--- src/rtl/bomb_timer_if.sv ---
// Controller <-> timer datapath bundle: load/enable commands in, tick, blink and BCD countdown out.
interface bomb_timer_if;
  logic       countLoadN;
  logic       countEnable;
  logic [3:0] loadTens;
  logic [3:0] loadOnes;
  logic       OneSecPulse;
  logic       duty50;
  logic [3:0] tens;
  logic [3:0] ones;
  logic       timerEnd;

  modport master (
    output countLoadN, countEnable, loadTens, loadOnes,
    input  OneSecPulse, duty50, tens, ones, timerEnd
  );

  modport slave (
    input  countLoadN, countEnable, loadTens, loadOnes,
    output OneSecPulse, duty50, tens, ones, timerEnd
  );
endinterface

--- src/rtl/bomb_timer_sequencer.sv ---
// One-second prescaler, blink square wave and 2-digit BCD countdown with a sticky expiry flag.
module bomb_timer_sequencer #(
  parameter int CLK_HZ   = 50_000_000,
  parameter int BLINK_HZ = 2
) (
  input  logic          clk,
  input  logic          resetN,
  bomb_timer_if.slave   bus
);

  localparam int HALF = CLK_HZ / (2 * BLINK_HZ);
  localparam int PW   = (CLK_HZ > 1) ? $clog2(CLK_HZ) : 1;
  localparam int BW   = (HALF > 1) ? $clog2(HALF) : 1;
  localparam logic [PW-1:0] PRESC_MAX = PW'(CLK_HZ - 1);
  localparam logic [BW-1:0] BLINK_MAX = BW'(HALF - 1);

  function automatic logic [3:0] clamp_bcd(input logic [3:0] d);
    return (d > 4'd9) ? 4'd9 : d;
  endfunction

  logic [PW-1:0] presc_q, presc_d;
  logic [BW-1:0] blink_q, blink_d;
  logic          pulse_q, pulse_d;
  logic          duty_q,  duty_d;
  logic [3:0]    tens_q,  tens_d;
  logic [3:0]    ones_q,  ones_d;
  logic          end_q,   end_d;
  // Set by a load, cleared by reset: an unloaded 00 must not expire on its own.
  logic          armed_q, armed_d;

  always_comb begin
    // NOTE: every variable gets a default before any branch, so no latch can be inferred.
    presc_d = (presc_q == PRESC_MAX) ? '0 : presc_q + PW'(1);
    if (!bus.countLoadN) presc_d = '0;
    pulse_d = (presc_d == PRESC_MAX);

    blink_d = (blink_q == BLINK_MAX) ? '0 : blink_q + BW'(1);
    duty_d  = (blink_q == BLINK_MAX) ? ~duty_q : duty_q;

    tens_d  = tens_q;
    ones_d  = ones_q;
    end_d   = end_q;
    armed_d = armed_q;

    if (!bus.countLoadN) begin
      tens_d  = clamp_bcd(bus.loadTens);
      ones_d  = clamp_bcd(bus.loadOnes);
      end_d   = 1'b0;
      armed_d = 1'b1;
    end else if (bus.countEnable && pulse_q && !end_q && armed_q) begin
      if (ones_q != 4'd0) begin
        ones_d = ones_q - 4'd1;
      end else if (tens_q != 4'd0) begin
        ones_d = 4'd9;
        tens_d = tens_q - 4'd1;
      end
      // 01 and 00 both land on 00 with the flag raised on this same edge.
      if (tens_q == 4'd0 && ones_q <= 4'd1) begin
        ones_d = 4'd0;
        end_d  = 1'b1;
      end
    end
  end

  // NOTE: sequential state uses non-blocking assignments so all flops update from pre-edge values.
  always_ff @(posedge clk or negedge resetN) begin
    if (!resetN) begin
      presc_q <= '0;
      blink_q <= '0;
      pulse_q <= 1'b0;
      duty_q  <= 1'b0;
      tens_q  <= 4'd0;
      ones_q  <= 4'd0;
      end_q   <= 1'b0;
      armed_q <= 1'b0;
    end else begin
      presc_q <= presc_d;
      blink_q <= blink_d;
      pulse_q <= pulse_d;
      duty_q  <= duty_d;
      tens_q  <= tens_d;
      ones_q  <= ones_d;
      end_q   <= end_d;
      armed_q <= armed_d;
    end
  end

  assign bus.OneSecPulse = pulse_q;
  assign bus.duty50      = duty_q;
  assign bus.tens        = tens_q;
  assign bus.ones        = ones_q;
  assign bus.timerEnd    = end_q;

endmodule

--- src/flat_wrapper.sv ---
// flat-port wrapper written by rule: the top's interface ports become plain ports
module bomb_timer_sequencer_flat 
#(
  parameter int CLK_HZ   = 50_000_000,
  parameter int BLINK_HZ = 2
)
  (clk, resetN, bus_countLoadN, bus_countEnable, bus_loadTens, bus_loadOnes, bus_OneSecPulse, bus_duty50, bus_tens, bus_ones, bus_timerEnd);
  bomb_timer_if bus_i ();
  input  logic clk;
  input  logic resetN;
  input wire logic [$bits(bus_i.countLoadN)-1:0] bus_countLoadN;
  input wire logic [$bits(bus_i.countEnable)-1:0] bus_countEnable;
  input wire logic [$bits(bus_i.loadTens)-1:0] bus_loadTens;
  input wire logic [$bits(bus_i.loadOnes)-1:0] bus_loadOnes;
  output wire logic [$bits(bus_i.OneSecPulse)-1:0] bus_OneSecPulse;
  output wire logic [$bits(bus_i.duty50)-1:0] bus_duty50;
  output wire logic [$bits(bus_i.tens)-1:0] bus_tens;
  output wire logic [$bits(bus_i.ones)-1:0] bus_ones;
  output wire logic [$bits(bus_i.timerEnd)-1:0] bus_timerEnd;
  assign bus_i.countLoadN = bus_countLoadN;
  assign bus_i.countEnable = bus_countEnable;
  assign bus_i.loadTens = bus_loadTens;
  assign bus_i.loadOnes = bus_loadOnes;
  assign bus_OneSecPulse = bus_i.OneSecPulse;
  assign bus_duty50 = bus_i.duty50;
  assign bus_tens = bus_i.tens;
  assign bus_ones = bus_i.ones;
  assign bus_timerEnd = bus_i.timerEnd;
  bomb_timer_sequencer #(.CLK_HZ(CLK_HZ), .BLINK_HZ(BLINK_HZ)) u_core (.clk(clk), .resetN(resetN), .bus(bus_i));
endmodule
--- config.mk ---
export PLATFORM = sky130hd
export DESIGN_NAME = bomb_timer_sequencer_flat
export DESIGN_NICKNAME = d
export VERILOG_FILES = /design/src/rtl/bomb_timer_if.sv /design/src/rtl/bomb_timer_sequencer.sv /design/src/flat_wrapper.sv
export SDC_FILE = /design/constraint.sdc
export NUM_CORES = 1
export LEC_CHECK = 0
export CAP_MARGIN = 5
export CORE_UTILIZATION = 45
export CTS_BUF_LIST = sky130_fd_sc_hd__clkbuf_16
export DETAILED_ROUTE_END_ITERATION = 6
export GPL_TIMING_DRIVEN = 0
export PLACE_DENSITY = 0.73
export SYNTH_ARGS = -nofsm -noshare
export SYNTH_HDL_FRONTEND = slang
export SYNTH_SLANG_ARGS = --single-unit
export TNS_END_PERCENT = 1
--- constraint.sdc ---
create_clock -name clk -period 3 [get_ports clk]
set_input_delay 0.3 -clock clk [delete_from_list [all_inputs] [get_ports clk]]
set_output_delay 0.3 -clock clk [all_outputs]
set_load 0.01 [all_outputs]
==> impl_metrics.yaml, run 1 <==
synthesis:
  synth_area_leader_cell: "dfrtp_1"
  ys_types: 47
  synth_ff_type: "dfrtp_1"
  ys_top_cells_by_area: "dfrtp_1 (47%), xor2_1 (8.0%), xnor2_1 (5.6%), nor2_1 (5.5%), nand2_1 (3.2%)"
  ys_async_sr_fraction_pct: 100.0
  synth.most_common_cell: "dfrtp_1"
  synth_warnings: 0
  seq_area_frac_synth_pct: 47.49
  synth_top_area_share_pct: 47.49
  yosys-top-cells-count: "dfrtp_1 (62), nor2_1 (48), xor2_1 (30)"
  avgSynthCellArea_um2: 9.694
  synth_edf_count: 0
  synth-seq-cells: 62
  syn_inst: 337
  syn_area_um2: 3267
  syn_nets: 353
critical_path:
  cp.required_ps: 3220
  critPathMaxFanout: 7
  startpoint_type: "flip-flop"
  endpoint_kind: "flip-flop"
  cp.arrival_ps: 2910
  criticalPathCategory: "reg -> reg"
pwr:
  cellLeakagePower_uw: 0.001623
  powerDensity_nw_per_um2: 499.1
  max-vdd-ir-drop_mv: 0.2866
placed_design:
  placed_area_um2: 3622
  dpl.cell_count: 456
  gp_congestion: 0.8322
  io_buffers: 22
  hpwl_um: 4679
sta:
  finClkSkew_ps: 5.479
  finalCritPeriodShare_pct: 89.70
  rsz0062_at_grt: "no"
  finalSetupViolations: 0
  fmax_mhz: 371.6
  final_max_slew_viol_count: 0
  max_slew_margin_pct: 43.36
  period_needed_ps: 2691
  timing.final.hold_violations: 0
  worstMarginPinSlew_ps: 843.1
die:
  core.rowCount: 30
  ios: 23
  core_um2: 6907
  initial_core_util_pct: 47.30
  die_w_um: 87.21
  die-area_um2: 7605
  die_h_um: 87.21
cells_and_area:
  final_nets: 387
  num-fill-cells: 606
  syn2layout_area_growth_pct: 19.46
  drive_above_1_share_pct: 8.511
  diodes: 0
  instances_no_fill: 472
  postLayoutCellArea_um2: 3902
outcome:
  outcome: "finished, final reports clean"
detailed_routing:
  vias: 2583
  drtIter0Drc: 143
  via_per_inst: 5.472
  drc: 0
  wirelength_um: 6809
  first_pass_iters: 4
  wl_per_cell_um: 14.43
  ant_nets: 0
clock_network:
  cts_tree: "yes"
  cts.clk_slew.worst_paths_ps: 50
  clk_latency_ps: 320
  cts_root_buf: "clkbuf_16"
  cts_num_sinks: 62
  clk_path_buf_depth: 2
  htreeDepth: 3
  cts_buffers: 9
  postCtsSetupRepairBufs: 0
  cts_hold_buf: 0
  cts_resized: 0
min_path:
  hold_path_class: "in -> async"
grt:
  grt_max_degree: 36
  grt_pass1_wl_um: 11520
  grt_use_total_pct: 19.94
  grt.overflow.total: 0
  grt_pass1_vias: 2406
  grt_antenna_before_repair: 0
run:
  drv_cap: 0
-- state kept, by name, indices dropped and copies added, names as in the netlist --
| name | cells |
|---|---|
| u_core.armed_q | 1 |
| u_core.blink_q | 24 |
| u_core.presc_q | 26 |
| u_core.bus.duty50 | 1 |
| u_core.bus.timerEnd | 1 |
| u_core.bus.tens | 4 |
| u_core.bus.OneSecPulse | 1 |
| u_core.bus.ones | 4 |
-- kinds of logic after synthesis --
group,after synthesis,share of synthesized area (%)
AO/OA/AOI/OAI,36,7.009
multiplexers,1,0.3447
flip-flops,62,47.49
AND/OR/NAND/NOR,166,27.88
XOR/XNOR,51,13.67
adder cells (fa/ha/maj),4,1.532
buffers and inverters,17,2.068
-- cell type report --
cell class,instances,area [um2],area share (%)
well taps,96,120.1,3.078
clock buffers,9,225.2,5.771
inverters,9,33.78,0.8657
multi-input cells,258,1648,42.23
repair buffers,23,235.2,6.028
flip-flops and latches,62,1551,39.76
clock inverters,7,55.05,1.411
plain buffers,8,33.78,0.8657
-- path summary, 6_finish.rpt --
kind | startpoint | to | slack, ps | depth (start not counted)
hold / removal | resetN | u_core.presc_q[16] | 5 | 1
setup / recovery | u_core.presc_q[0] | u_core.bus.OneSecPulse | 310 | 7
hold reg to reg | u_core.bus.duty50 | u_core.bus.duty50 | 470 | 1
min in group clk | u_core.bus.duty50 | u_core.bus.duty50 | 470 | 1
max in group asynchronous | resetN | u_core.presc_q[11] | 2380 | 2
setup reg to reg | u_core.presc_q[0] | u_core.bus.OneSecPulse | 310 | 7
-- critical path, cell delays in order (launching register included) --
cell	delay [ps]
dfrtp_1	440
ha_1	300
nand3_4	170
nor4_4	470
nand3_1	140
xor2_1	170
or4b_1	590
nor4_2	310
-- per-layer routing --
metal	wire, um	vias up	global-route usage [%]
met2	3279	66	31.28
met4	110	0	10.13
met3	302	8	3.602
met5	0	-	0
met1	3116	1260	26.56
li1	-	1249	-
-- report_power, final --
part / total [uW] / switching (uW) / internal [uW]
clock network: 976 / 349 / 627
logic: 107 / 56.8 / 49.8
registers: 865 / 15.2 / 850
total: 1950 / 421 / 1530
-- per-stage QoR --
| step | setup slack (ps) | hold WS (ps) | TNS, ps | util [%] | power (uW) |
|---|---|---|---|---|---|
| 2_1_floorplan | 637.6 | 4.409 | 0 | - | 920.3 |
| 3_3_place_gp | -351.8 | 457.2 | -21580 | 52.23 | 981.7 |
| 3_5_place_dp | 328.0 | 371.1 | 0 | 52.45 | 987.1 |
| 4_1_cts | 311.1 | 27.72 | 0 | 56.50 | 1967 |
| 5_1_grt | 139.9 | 61.87 | 0 | 56.50 | 2017 |
| 6_report | 309.1 | 4.769 | 0 | 56.50 | 1948 |
-- placed cells by master (no fill, tap or decap), types with 5 or more instances in the layout --
cell	count
nand3_1	20
nand2_1	28
o21ai_0	16
and3_1	5
clkdlybuf4s50_1	21
xor2_1	30
nand4_1	12
dfrtp_1	62
xnor2_1	21
clkbuf_16	9
inv_1	9
nand2b_1	5
clkbuf_1	5
nor4_1	6
nor2_1	48
nor3_1	7
and4_1	5
(Power assumes the default switching activity.)
==> run 2, diff against run 1 <==
- ABC_AREA: not set -> 1
- PLACE_DENSITY: 0.73 -> 0.72
- clock period: 3 -> 2.9 ns (I/O delays scaled with it)
==> impl_metrics.yaml, run 2 <==
critical_path:
  endpoint_kind: "flip-flop"
  crit_top_cell: "nor2_1"
  critical_path.cell_chain: "ha_1 -> nand2_1 -> inv_1 -> nand2_1 -> nor2_1 -> nand2_1 -> nor2_1 -> nor2_1 -> nand3_1 -> nor2_1 -> nand3_1 -> nor2_1"
  reg2reg_depth: 12
  rr_endpoint: "u_core.bus.OneSecPulse"
  path_buf_inv: 1
  cp.depth: 12
  cpPeakStageDelay_ps: 410
  reg2reg_from: "u_core.presc_q[0]"
  critPathMaxFanout: 6
  endpoint: "u_core.bus.OneSecPulse"
  crit_slowest_cell: "dfrtp_1"
  cp_top_family: "simple AND/OR/NAND/NOR gates"
  crit_start: "u_core.presc_q[0]"
  startpoint_type: "flip-flop"
  r2r_slack_ps: 590
  cp.arrival_ps: 2550
  criticalPathCategory: "reg -> reg"
  cp.required_ps: 3150
sta:
  rsz0062_at_grt: "no"
  finalSetupViolations: 0
  layout_setup_ws_ps: 593.9
  finClkSkew_ps: 7.868
  max_slew_margin_pct: 50.22
  holdWs_ps: 15.14
  finalCritPeriodShare_pct: 79.52
  period_needed_ps: 2306
  final_max_slew_viol_count: 0
  worstMarginPinSlew_ps: 746.6
  timing.final.hold_violations: 0
  fmax_mhz: 433.6
outcome:
  outcome: "finished, final reports clean"
run:
  drv_cap: 0
synthesis:
  ys_top_cells_by_area: "dfrtp_1 (41%), nand2_1 (13%), nor2_1 (9.7%), inv_1 (9.1%), nand3_1 (5.5%)"
  yosys-top-cells-count: "nand2_1 (127), nor2_1 (99), inv_1 (92)"
  synth_top_area_share_pct: 40.68
  syn_nets: 569
  synth_warnings: 0
  syn_area_um2: 3814
  syn_inst: 553
  synth_area_leader_cell: "dfrtp_1"
  synth_ff_type: "dfrtp_1"
  avgSynthCellArea_um2: 6.896
  seq_area_frac_synth_pct: 40.68
  synth-seq-cells: 62
  synth_edf_count: 0
  ys_async_sr_fraction_pct: 100.0
  ys_types: 31
  synth.most_common_cell: "nand2_1"
cells_and_area:
  final_common_cell: "nand2_1"
  drive_above_1_share_pct: 8.615
  final_nets: 603
  largest_register_ffs: 26
  seq_area_um2: 1551
  syn2layout_area_growth_pct: 17.62
  diodes: 0
  top_regs: "u_core.presc_q x26, u_core.blink_q x24"
  multi_input_area_um2: 1879
  mostFrequentLayoutCells: "nand2_1 (127), nor2_1 (99), inv_1 (92)"
  regMostFlops: "u_core.presc_q"
  num-fill-cells: 770
  fin_util_pct: 54.59
pwr:
  powerDensity_nw_per_um2: 483.8
  max-vdd-ir-drop_mv: 0.3495
  cellLeakagePower_uw: 0.002216
  totalPowerFinal_uw: 2170
clock_network:
  cts_tree: "yes"
  clk_path_buf_depth: 2
  cts_num_sinks: 62
  cts_root_buf: "clkbuf_16"
  cts_buffers: 9
  cts_resized: 0
  postCtsSetupRepairBufs: 0
  htreeDepth: 3
  cts_hold_buf: 0
  clk_latency_ps: 330
  cts.clk_slew.worst_paths_ps: 60
detailed_routing:
  first_pass_iters: 5
  via_per_inst: 5.154
  ant_nets: 0
  wl_per_cell_um: 12.81
  wirelength_um: 8931
  vias: 3592
  drc: 0
  drtIter0Drc: 224
die:
  die-area_um2: 8847
  ios: 23
  core_um2: 8217
  die_h_um: 94.06
  initial_core_util_pct: 46.41
  die_w_um: 94.06
  core.rowCount: 33
grt:
  grt_max_degree: 33
  grt_use_total_pct: 21.89
  grt_pass1_vias: 3299
  grt_antenna_before_repair: 0
  grt.overflow.total: 0
  grt_pass1_wl_um: 15030
placed_design:
  hpwl_um: 6607
  gp_congestion: 0.8987
  io_buffers: 22
  dp_slack_ps: 381.5
min_path:
  hold_path_class: "in -> async"
## run 2: cell count changes in the layout (fill, tap and decap cells not counted), moves of 8 or more
cell,change
nand2_1,+99
a21oi_1,+13
nand3_1,+22
xor2_1,-19
nand4_1,+8
nand2_2,+8
nor2_1,+51
xnor2_1,-18
inv_1,+83
## run 2: worst min path at each step
| stage | start | endpoint | slack (ps) | cells past startpoint |
|---|---|---|---|---|
| 6_report | resetN | u_core.presc_q[22] | 20 | 1 |
| 5_1_grt | resetN | u_core.presc_q[22] | 80 | 1 |
| 4_1_cts | resetN | u_core.presc_q[22] | 30 | 1 |
| 3_5_place_dp | resetN | u_core.presc_q[20] | 390 | 1 |
| 3_3_place_gp | u_core.armed_q | u_core.armed_q | 450 | 1 |
| 2_1_floorplan | resetN | u_core.armed_q | -6 | 0 |
## run 2: worst reg2reg max path, cell delays in order (launching register included)
cell,delay (ps)
dfrtp_1,410
ha_1,260
nand2_1,140
inv_1,90
nand2_1,90
nor2_1,80
nand2_1,90
nor2_1,40
nor2_1,380
nand3_1,190
nor2_1,140
nand3_1,130
nor2_1,190
## run 2: report_power, final
part	switching, uW	leakage [uW]	internal [uW]	total (uW)
Clock	437	0.000143	675	1110
Combinational	83.5	0.00125	69.2	153
Sequential	21.8	0.000828	883	905
Total	542	0.00222	1630	2170
## run 2: metal layers
metal | routed length (um) | global-route usage (%) | vias to the layer above
li1 | - | - | 1803
met1 | 4076 | 27.35 | 1694
met2 | 4361 | 37.53 | 82
met3 | 319 | 3.074 | 13
met4 | 173 | 9.487 | 0
met5 | 0 | 0 | -
## run 2: cell families (layout without fill, tap and decap cells)
logic type / count (synthesis) / count (layout) / synth area share (%)
XOR/XNOR: 14 / 14 / 3.215
AO/OA/AOI/OAI: 41 / 41 / 5.840
AND/OR/NAND/NOR: 331 / 331 / 38.91
buffers and inverters: 101 / 140 / 10.04
flip-flops: 62 / 62 / 40.68
adder cells (fa/ha/maj): 4 / 4 / 1.312
## run 2: layout make-up
| class | count | area share [%] |
|---|---|---|
| multi-input cells | 390 | 41.90 |
| flip-flops and latches | 62 | 34.59 |
| inverters | 96 | 8.033 |
| repair buffers | 23 | 5.244 |
| clock buffers | 9 | 5.021 |
| well taps | 105 | 2.929 |
| clock inverters | 7 | 1.785 |
| plain buffers | 5 | 0.5021 |
## run 2: per-stage QoR
step / instance area [um2] / TNS (ps) / instances
after detailed placement: 4180 / 0 / 681
after floorplan: 3814 / 0 / 553
after CTS: 4486 / 0 / 697
after global routing: 4486 / 0 / 697
after global placement: 4165 / -27760 / 680
final: 4486 / 0 / 697
